## config.mk

```make
export PLATFORM = sky130hd
export DESIGN_NAME = regfile_mp
export DESIGN_NICKNAME = d
export VERILOG_FILES = /design/src/rtl/regfile_mp.sv
export SDC_FILE = /design/constraint.sdc
export NUM_CORES = 2
export LEC_CHECK = 0
export BUFFER_PORTS_ARGS = -buffer_cell sky130_fd_sc_hd__buf_2
export CORE_ASPECT_RATIO = 2
export CORE_MARGIN = 2
export CORE_UTILIZATION = 40
export CTS_CLUSTER_SIZE = 12
export DETAILED_ROUTE_END_ITERATION = 12
export PLACE_DENSITY = 0.64
export SLEW_MARGIN = 15
export SYNTH_ARGS = -nofsm -noshare
export SYNTH_HDL_FRONTEND = slang
export SYNTH_SLANG_ARGS = --single-unit
```

## constraint.sdc

```tcl
create_clock -name clk -period 58.2 [get_ports clk]
set_input_delay 11.64 -clock clk [delete_from_list [all_inputs] [get_ports clk]]
set_output_delay 11.64 -clock clk [all_outputs]
set_load 0.01 [all_outputs]
```

## src/rtl/regfile_mp.sv

```systemverilog
// regfile_mp: parametrised register file with two combinational read ports,
// two write ports (port 1 wins on an address collision), an optional
// hardwired zero register, optional same-cycle write-to-read bypass, and a
// per-register pending-write scoreboard with a registered busy count.
// Optional feature macro: RF_PARITY_EN adds one even-parity bit per entry
// and the parity_err_a / parity_err_b outputs.
module regfile_mp #(
  parameter int DATA_W   = 32,
  parameter int ADDR_W   = 5,
  parameter int BYPASS   = 1,
  parameter int ZERO_REG = 1
) (
  input  logic              clk,
  input  logic              rst,
  input  logic [ADDR_W-1:0] rd_addr_a,
  output logic [DATA_W-1:0] rd_data_a,
  input  logic [ADDR_W-1:0] rd_addr_b,
  output logic [DATA_W-1:0] rd_data_b,
  output logic              busy_a,
  output logic              busy_b,
  input  logic              wr_en0,
  input  logic [ADDR_W-1:0] wr_addr0,
  input  logic [DATA_W-1:0] wr_data0,
  input  logic              wr_en1,
  input  logic [ADDR_W-1:0] wr_addr1,
  input  logic [DATA_W-1:0] wr_data1,
  input  logic              rsv_en,
  input  logic [ADDR_W-1:0] rsv_addr,
`ifdef RF_PARITY_EN
  output logic              parity_err_a,
  output logic              parity_err_b,
`endif
  output logic [ADDR_W:0]   busy_cnt
);

  localparam int NUM_REGS = 2**ADDR_W;

  // Storage and scoreboard state
  logic [NUM_REGS-1:0][DATA_W-1:0] regs;
  logic [NUM_REGS-1:0]             busy_q;
  logic [NUM_REGS-1:0]             busy_d;
  logic [ADDR_W:0]                 cnt_q;
  logic [ADDR_W:0]                 cnt_d;

  // Qualified requests
  logic we0;
  logic we1;
  logic we0_store;
  logic rsv_ok;

  // Read-side intermediate terms
  logic zero_a;
  logic zero_b;
  logic byp1_a;
  logic byp0_a;
  logic byp1_b;
  logic byp0_b;

  // Qualify writes/reserves: ignored in reset, dropped for the hardwired zero register
  always_comb begin
    we0       = wr_en0 && !rst && !((ZERO_REG != 0) && (wr_addr0 == '0));
    we1       = wr_en1 && !rst && !((ZERO_REG != 0) && (wr_addr1 == '0));
    rsv_ok    = rsv_en && !rst && !((ZERO_REG != 0) && (rsv_addr == '0));
    we0_store = we0 && !(we1 && (wr_addr1 == wr_addr0));
  end

  // Register array update; port 1 is applied last so it wins on a collision
  always_ff @(posedge clk or posedge rst) begin
    if (rst) begin
      regs <= '0;
    end else begin
      if (we0_store) regs[wr_addr0] <= wr_data0;
      if (we1)       regs[wr_addr1] <= wr_data1;
    end
  end

  // Scoreboard next state: writes clear, then a reserve sets (set wins)
  always_comb begin
    busy_d = busy_q;
    if (we0)    busy_d[wr_addr0] = 1'b0;
    if (we1)    busy_d[wr_addr1] = 1'b0;
    if (rsv_ok) busy_d[rsv_addr] = 1'b1;
    if (ZERO_REG != 0) busy_d[0] = 1'b0;
  end

  // Population count of the next scoreboard value, registered with the bits
  always_comb begin
    cnt_d = '0;
    for (int unsigned i = 0; i < NUM_REGS; i++) begin
      cnt_d = cnt_d + {{ADDR_W{1'b0}}, busy_d[i]};
    end
  end

  // Scoreboard bits and busy count registers
  always_ff @(posedge clk or posedge rst) begin
    if (rst) begin
      busy_q <= '0;
      cnt_q  <= '0;
    end else begin
      busy_q <= busy_d;
      cnt_q  <= cnt_d;
    end
  end

  // Read-port hit detection against the qualified write ports
  always_comb begin
    zero_a = (ZERO_REG != 0) && (rd_addr_a == '0);
    zero_b = (ZERO_REG != 0) && (rd_addr_b == '0);
    byp1_a = (BYPASS != 0) && we1 && (wr_addr1 == rd_addr_a);
    byp0_a = (BYPASS != 0) && we0 && (wr_addr0 == rd_addr_a);
    byp1_b = (BYPASS != 0) && we1 && (wr_addr1 == rd_addr_b);
    byp0_b = (BYPASS != 0) && we0 && (wr_addr0 == rd_addr_b);
  end

  // Read data mux: zero register, then bypass (port 1 first), then storage
  always_comb begin
    if (zero_a)      rd_data_a = '0;
    else if (byp1_a) rd_data_a = wr_data1;
    else if (byp0_a) rd_data_a = wr_data0;
    else             rd_data_a = regs[rd_addr_a];

    if (zero_b)      rd_data_b = '0;
    else if (byp1_b) rd_data_b = wr_data1;
    else if (byp0_b) rd_data_b = wr_data0;
    else             rd_data_b = regs[rd_addr_b];
  end

  // Scoreboard outputs reflect stored state only
  always_comb begin
    busy_a   = busy_q[rd_addr_a];
    busy_b   = busy_q[rd_addr_b];
    busy_cnt = cnt_q;
  end

`ifdef RF_PARITY_EN
  logic [NUM_REGS-1:0] par_q;

  // Even-parity bit captured alongside the write data
  always_ff @(posedge clk or posedge rst) begin
    if (rst) begin
      par_q <= '0;
    end else begin
      if (we0_store) par_q[wr_addr0] <= ^wr_data0;
      if (we1)       par_q[wr_addr1] <= ^wr_data1;
    end
  end

  // Parity check of the stored word; bypassed and zero-register reads report clean
  always_comb begin
    parity_err_a = !zero_a && !byp1_a && !byp0_a &&
                   ((^regs[rd_addr_a]) != par_q[rd_addr_a]);
    parity_err_b = !zero_b && !byp1_b && !byp0_b &&
                   ((^regs[rd_addr_b]) != par_q[rd_addr_b]);
  end
`endif

endmodule

```

## Word-level counts from Yosys, hierarchy flattened

Index checks and enable logic that the tools add are counted.

- $add $sub $neg: 30
- Order comparisons: 8
- Equal/unequal tests: 5
- Multiplexer cells: 31
- Bitwise gates (word level): 5
- Reduce and logical (&&, ||, !) cells: 25

Operators by type and width:

| kind | count |
|---|---|
| $bwmux W1024 | 2 |
| $mux W1024 | 2 |
| $mux W32 | 13 |
| $bmux W32 S5 | 2 |
| $demux W32 S5 | 2 |
| $add A6 B1 Y6 | 25 |
| $and A32 B32 Y32 | 2 |
| $not A32 Y32 | 2 |
| $or A32 B32 Y32 | 1 |
| $lt A5 B6 Y1 const B | 5 |
| $eq A5 B5 Y1 | 5 |
| $logic_not A5 Y1 | 5 |
| $demux W1 S5 | 3 |
| $ge A5 B1 Y1 const B | 3 |
| $logic_and A1 B1 Y1 | 15 |
| $bmux W1 S5 | 2 |
| $add A5 B1 Y6 | 1 |
| $add A4 B1 Y5 | 1 |
| $logic_not A1 Y1 | 5 |
| $mux W1 | 5 |
| $add A3 B1 Y4 | 1 |
| $add A2 B1 Y3 | 1 |
| $add A1 B1 Y2 | 1 |

- Flip-flop bits (word level): 1061
- Input bits: 94
- Output and inout bits: 72
- Logic and storage cells: 138

## Logic depth before layout (Yosys ltp)

- Word-level depth: 41
- Depth in mapped cells: 22
- Mapped depth without buffers: 21

## Worst setup path after synthesis

No wires, ideal clock.

- Kind: input to register
- Start: input rst
- End: register cnt_q[4], in the netlist busy_cnt[4]
- Data arrival time: 41.231 ns
- Data required time: 58.077 ns
- Setup slack: 16.847 ns
- Cell stages on the path: 21
- Path through: inv_1 -> nand2_1 -> nor4b_1 -> nand2_1 -> clkbuf_1 -> a32o_1 -> inv_1 -> fa_1 -> fa_1 -> fa_1 -> inv_1 -> fa_1 -> fa_1 -> fa_1 -> inv_1 -> fa_1 -> fa_1 -> inv_1 -> a21o_1 -> a21oi_1 -> xnor2_1

RTL lines:

| element | line | source |
|---|---|---|
| start, declared | 14 | `input logic rst,` |
| $logic_not A1 Y1 (no line) * | - |  |
| $logic_and A1 B1 Y1 (2 in a row) | 61 | `we0 = wr_en0 && !rst && !((ZERO_REG != 0) && (wr_addr0 == '0));` |
| $mux W32 | 80 | `if (we0) busy_d[wr_addr0] = 1'b0;` |
| $and A32 B32 Y32 (no line) | - |  |
| $mux W32 | 81 | `if (we1) busy_d[wr_addr1] = 1'b0;` |
| $or A32 B32 Y32 (no line) | - |  |
| $mux W32 * | 82 | `if (rsv_ok) busy_d[rsv_addr] = 1'b1;` |
| net busy_d[18] | 41 | `logic [NUM_REGS-1:0] busy_d;` |
| $add A6 B1 Y6 * (14 in a row) | 90 | `cnt_d = cnt_d + {{ADDR_W{1'b0}}, busy_d[i]};` |
| net cnt_d[4] | 43 | `logic [ADDR_W:0] cnt_d;` |
| end signal, assigned | 101 | `cnt_q <= cnt_d;` |
| end, declared | 42 | `logic [ADDR_W:0] cnt_q;` |

The timed path passes the listed nets; every way through them passes the cells marked *.

## Final worst setup path

- Start: input rd_addr_b[0]
- End: output rd_data_b[15]

- Word-level cells in the longest chain between the ends: 5

RTL lines:

| element | line | source |
|---|---|---|
| start, declared | 17 | `input logic [ADDR_W-1:0] rd_addr_b,` |
| $bmux W32 S5 / $eq A5 B5 Y1 (equally long branches) | 125, 112 |  |
| $mux W32 (implied by the code) / $logic_and A1 B1 Y1 (equally long branches) | 125, 112 |  |
| $mux W32 | 124 | `else if (byp0_b) rd_data_b = wr_data0;` |
| $mux W32 | 123 | `else if (byp1_b) rd_data_b = wr_data1;` |
| $mux W32 * | 122 | `if (zero_b) rd_data_b = '0;` |
| end, declared | 18 | `output logic [DATA_W-1:0] rd_data_b,` |

Mark *: on every way between the ends. The rest lies on a longest branch, timed or not. The select of a mux whose other input is x is not followed.

==> flow_summary.toml <==
[logic_synthesis]
synth_edf_count = 0
synth.distinct_cells = 63
synthFlopType = "dfrtp_1"
synth_top_area_cell = "dfrtp_1"
yosys_warnings = 0
async_reset_ff_share_pct = 100
yosysSeqAreaShare_pct = 39.2
synth_area_leaders = "dfrtp_1 39%, mux4_2 20%, mux2i_1 16%"
yosysTopAreaCellShare_pct = 39.2
synth-seq-cells = 1061
syn_nets = 6389
postSynthCellCount = 6265
syn_area_per_cell_sq_um = 10.8
synthesis.area_sq_um = 67700

[grt]
track_usage_pct = 31.6
grt_pass1_wl_um = 391000
grt_max_degree = 182
gr-total-overflow = 0
grt_pass1_vias = 53359
antenna_found_initial = 30

[min_path]
hold_class = "flop to flop"
min_path_cells = 0

[cts]
clockBufferDepth = 3
hold_buffers = 0
cts.clk_slew.worst_paths_ns = 0.07
clkSinkCount = 1061
post-cts-setup-buffer-count = 0
cts_buffers = 103
cts_root_buf = "clkbuf_16"
clk_latency_ns = 0.74
cts_resized = 0
cts_tree = "yes"
htreeDepth = 3

[placement]
io_buffers = 165
place.gp.congestion = 0.892
placedCellCount = 8003
dpl-instance-area_sq_um = 69400
dp_hpwl_um = 156000

[sta]
period_share_pct = 48.8
rsz0062_at_grt = "false"
setup_tns_ns = 0
timing.final.crit_period_ns = 28.39
slew_violations = 0
final-setup-viol-count = 0
finalHoldViolCount = 0
finClkSkew_ns = 0.0130
relSlewSlack_pct = 15.0
whs_ns = 0.397
max_freq_ghz = 0.0352
tightest_slew_ns = 1.28

[setup_path]
setup.worst_path.end_class = "output port"
critPathLaunchType = "input port"
worstSetupPathType = "input port to output port"
arrival_ns = 16.75
worst-r2r-cell-count = 15
required_ns = 46.56
cp_max_fo = 75
reg2reg_setup_slack_ns = 52.69

[routing]
wl_um = 273000
via_count = 53846
initialDrtViolationCount = 7378
ant_nets = 0
drt-wirelength-per-cell_um = 33.4
dr.pass1.iters = 6
drc = 0
vias_per_cell = 6.58

[layout]
final_cell_area_sq_um = 72600
drive_gt1_share_pct = 18.8
layout.nets = 5977
area_growth_pct = 7.15
instances_no_fill = 8178
fill_cells = 15585

[pwr]
power_uw = 2520
power.density_nw_per_um2 = 34.7
p_leak_uw = 0.0304
peakVddDrop_v = 0.0000387

[floorplan]
num_rows = 213
core-area_sq_um = 168000
io_pins = 166
start_util_pct = 40.3
die_h_um = 586
die_x_um = 295
die-area_sq_um = 173000

[outcome]
status = "finished clean"

[run]
drv_cap = 0
[state kept, by name, summed over array words and instances (netlist names)]
name      flops
busy_cnt      6
busy_q       31
regs       1024
[critical path: stages]
cell and delay (ns):
buf_8 0.60, buf_12 0.56, buf_4 0.62, buf_4 0.66, buf_4 0.72, mux4_2 0.58
mux4_2 0.47, a222oi_1 0.33, nand2_1 0.19, buf_2 0.18
[per-layer routing]
| layer | GRT usage, % | vias to the layer above | share of wire (%) |
|---|---|---|---|
| li1 | - | 21958 | - |
| met1 | 36.8 | 26848 | 34 |
| met2 | 48.3 | 3775 | 45 |
| met3 | 8.08 | 1245 | 11 |
| met4 | 27.5 | 20 | 10 |
| met5 | 0 | - | 0.046 |
[power breakdown]
part	total, uW	internal, uW	switching, uW	leakage [uW]
sequential	1080	924	155	0.0132
clock	655	341	314	0.00146
combinational	781	410	371	0.0157
total	2520	1680	840	0.0304
[cell usage after synthesis (20+ instances only)]
cell	instances
buf_6	31
dfrtp_1	1061
o22ai_1	20
mux2i_1	1074
buf_2	63
o21ai_1	93
nor2_1	866
inv_1	52
mux4_2	596
buf_1	99
nand2_1	303
nand2b_1	28
o21ai_0	93
clkbuf_1	586
nand3_1	70
a22oi_1	46
buf_4	31
a21oi_1	866
a32oi_1	33
fa_1	23
[cell type report]
class                           instances  area, sq um  area share, %
Multi-Input combinational cell       4337        37900           52.2
Timing Repair Buffer                  296         2000           2.76
Tap cell                             2257         2820           3.89
Antenna cell                           26         65.1         0.0897
Inverter                               54          218          0.300
Sequential cell                      1061        26600           36.6
Clock buffer                          133         2770           3.82
Clock inverter                         14          236          0.326
[path summary, 6_finish.rpt]
kind / from / end
max: rd_addr_b[0] / rd_data_b[15]
min: regs[31] / regs[31]
min reg2reg: regs[31] / regs[31]
min in group asynchronous: rst / busy_cnt[1]
max reg2reg: busy_q[16] / busy_cnt[4]
max in group asynchronous: rst / regs[465]
[cell usage in the layout (no fill, tap or decap), types with 12 or more instances in the layout]
cell | synthesis | routed
buf_2 | 63 | 158
nand2_1 | 303 | 271
nor2_1 | 866 | 856
buf_4 | 31 | 122
nor3_4 | 11 | 15
fa_1 | 23 | 23
a21oi_1 | 866 | 866
xor2_1 | 15 | 15
dfrtp_1 | 1061 | 1061
a222oi_1 | 12 | 12
a22oi_1 | 46 | 46
o21ai_1 | 93 | 93
o21ai_0 | 93 | 93
xnor2_1 | 13 | 13
mux4_2 | 596 | 596
o22ai_1 | 20 | 20
nand3_1 | 70 | 67
nor2b_1 | 15 | 15
inv_1 | 52 | 50
clkbuf_16 | 0 | 103
nand2_4 | 0 | 32
clkbuf_1 | 586 | 22
nor3_1 | 18 | 15
a32o_1 | 17 | 17
diode_2 | 0 | 26
mux2i_1 | 1074 | 1074
a32oi_1 | 33 | 33
nand2b_1 | 28 | 28
[cell families after synthesis]
group,after synthesis,synth area share (%)
muxes,1677,35.8
DFF,1061,39.2
and+or+nand+nor,1376,8.48
buffers and inverters,867,5.46
AOI/OAI and AO/OA,1226,9.87
xor gates and xnor gates,28,0.362
adders and majority gates,30,0.809
[per-stage QoR]
stage               setup slack [ns]  util [%]
global placement               29.68      41.3
detailed placement             29.59      41.3
global route                   29.33      43.1
finish                         29.81      43.2
floorplan                      16.60         -
CTS                            29.58      43.1
(Power assumes the default switching activity.)
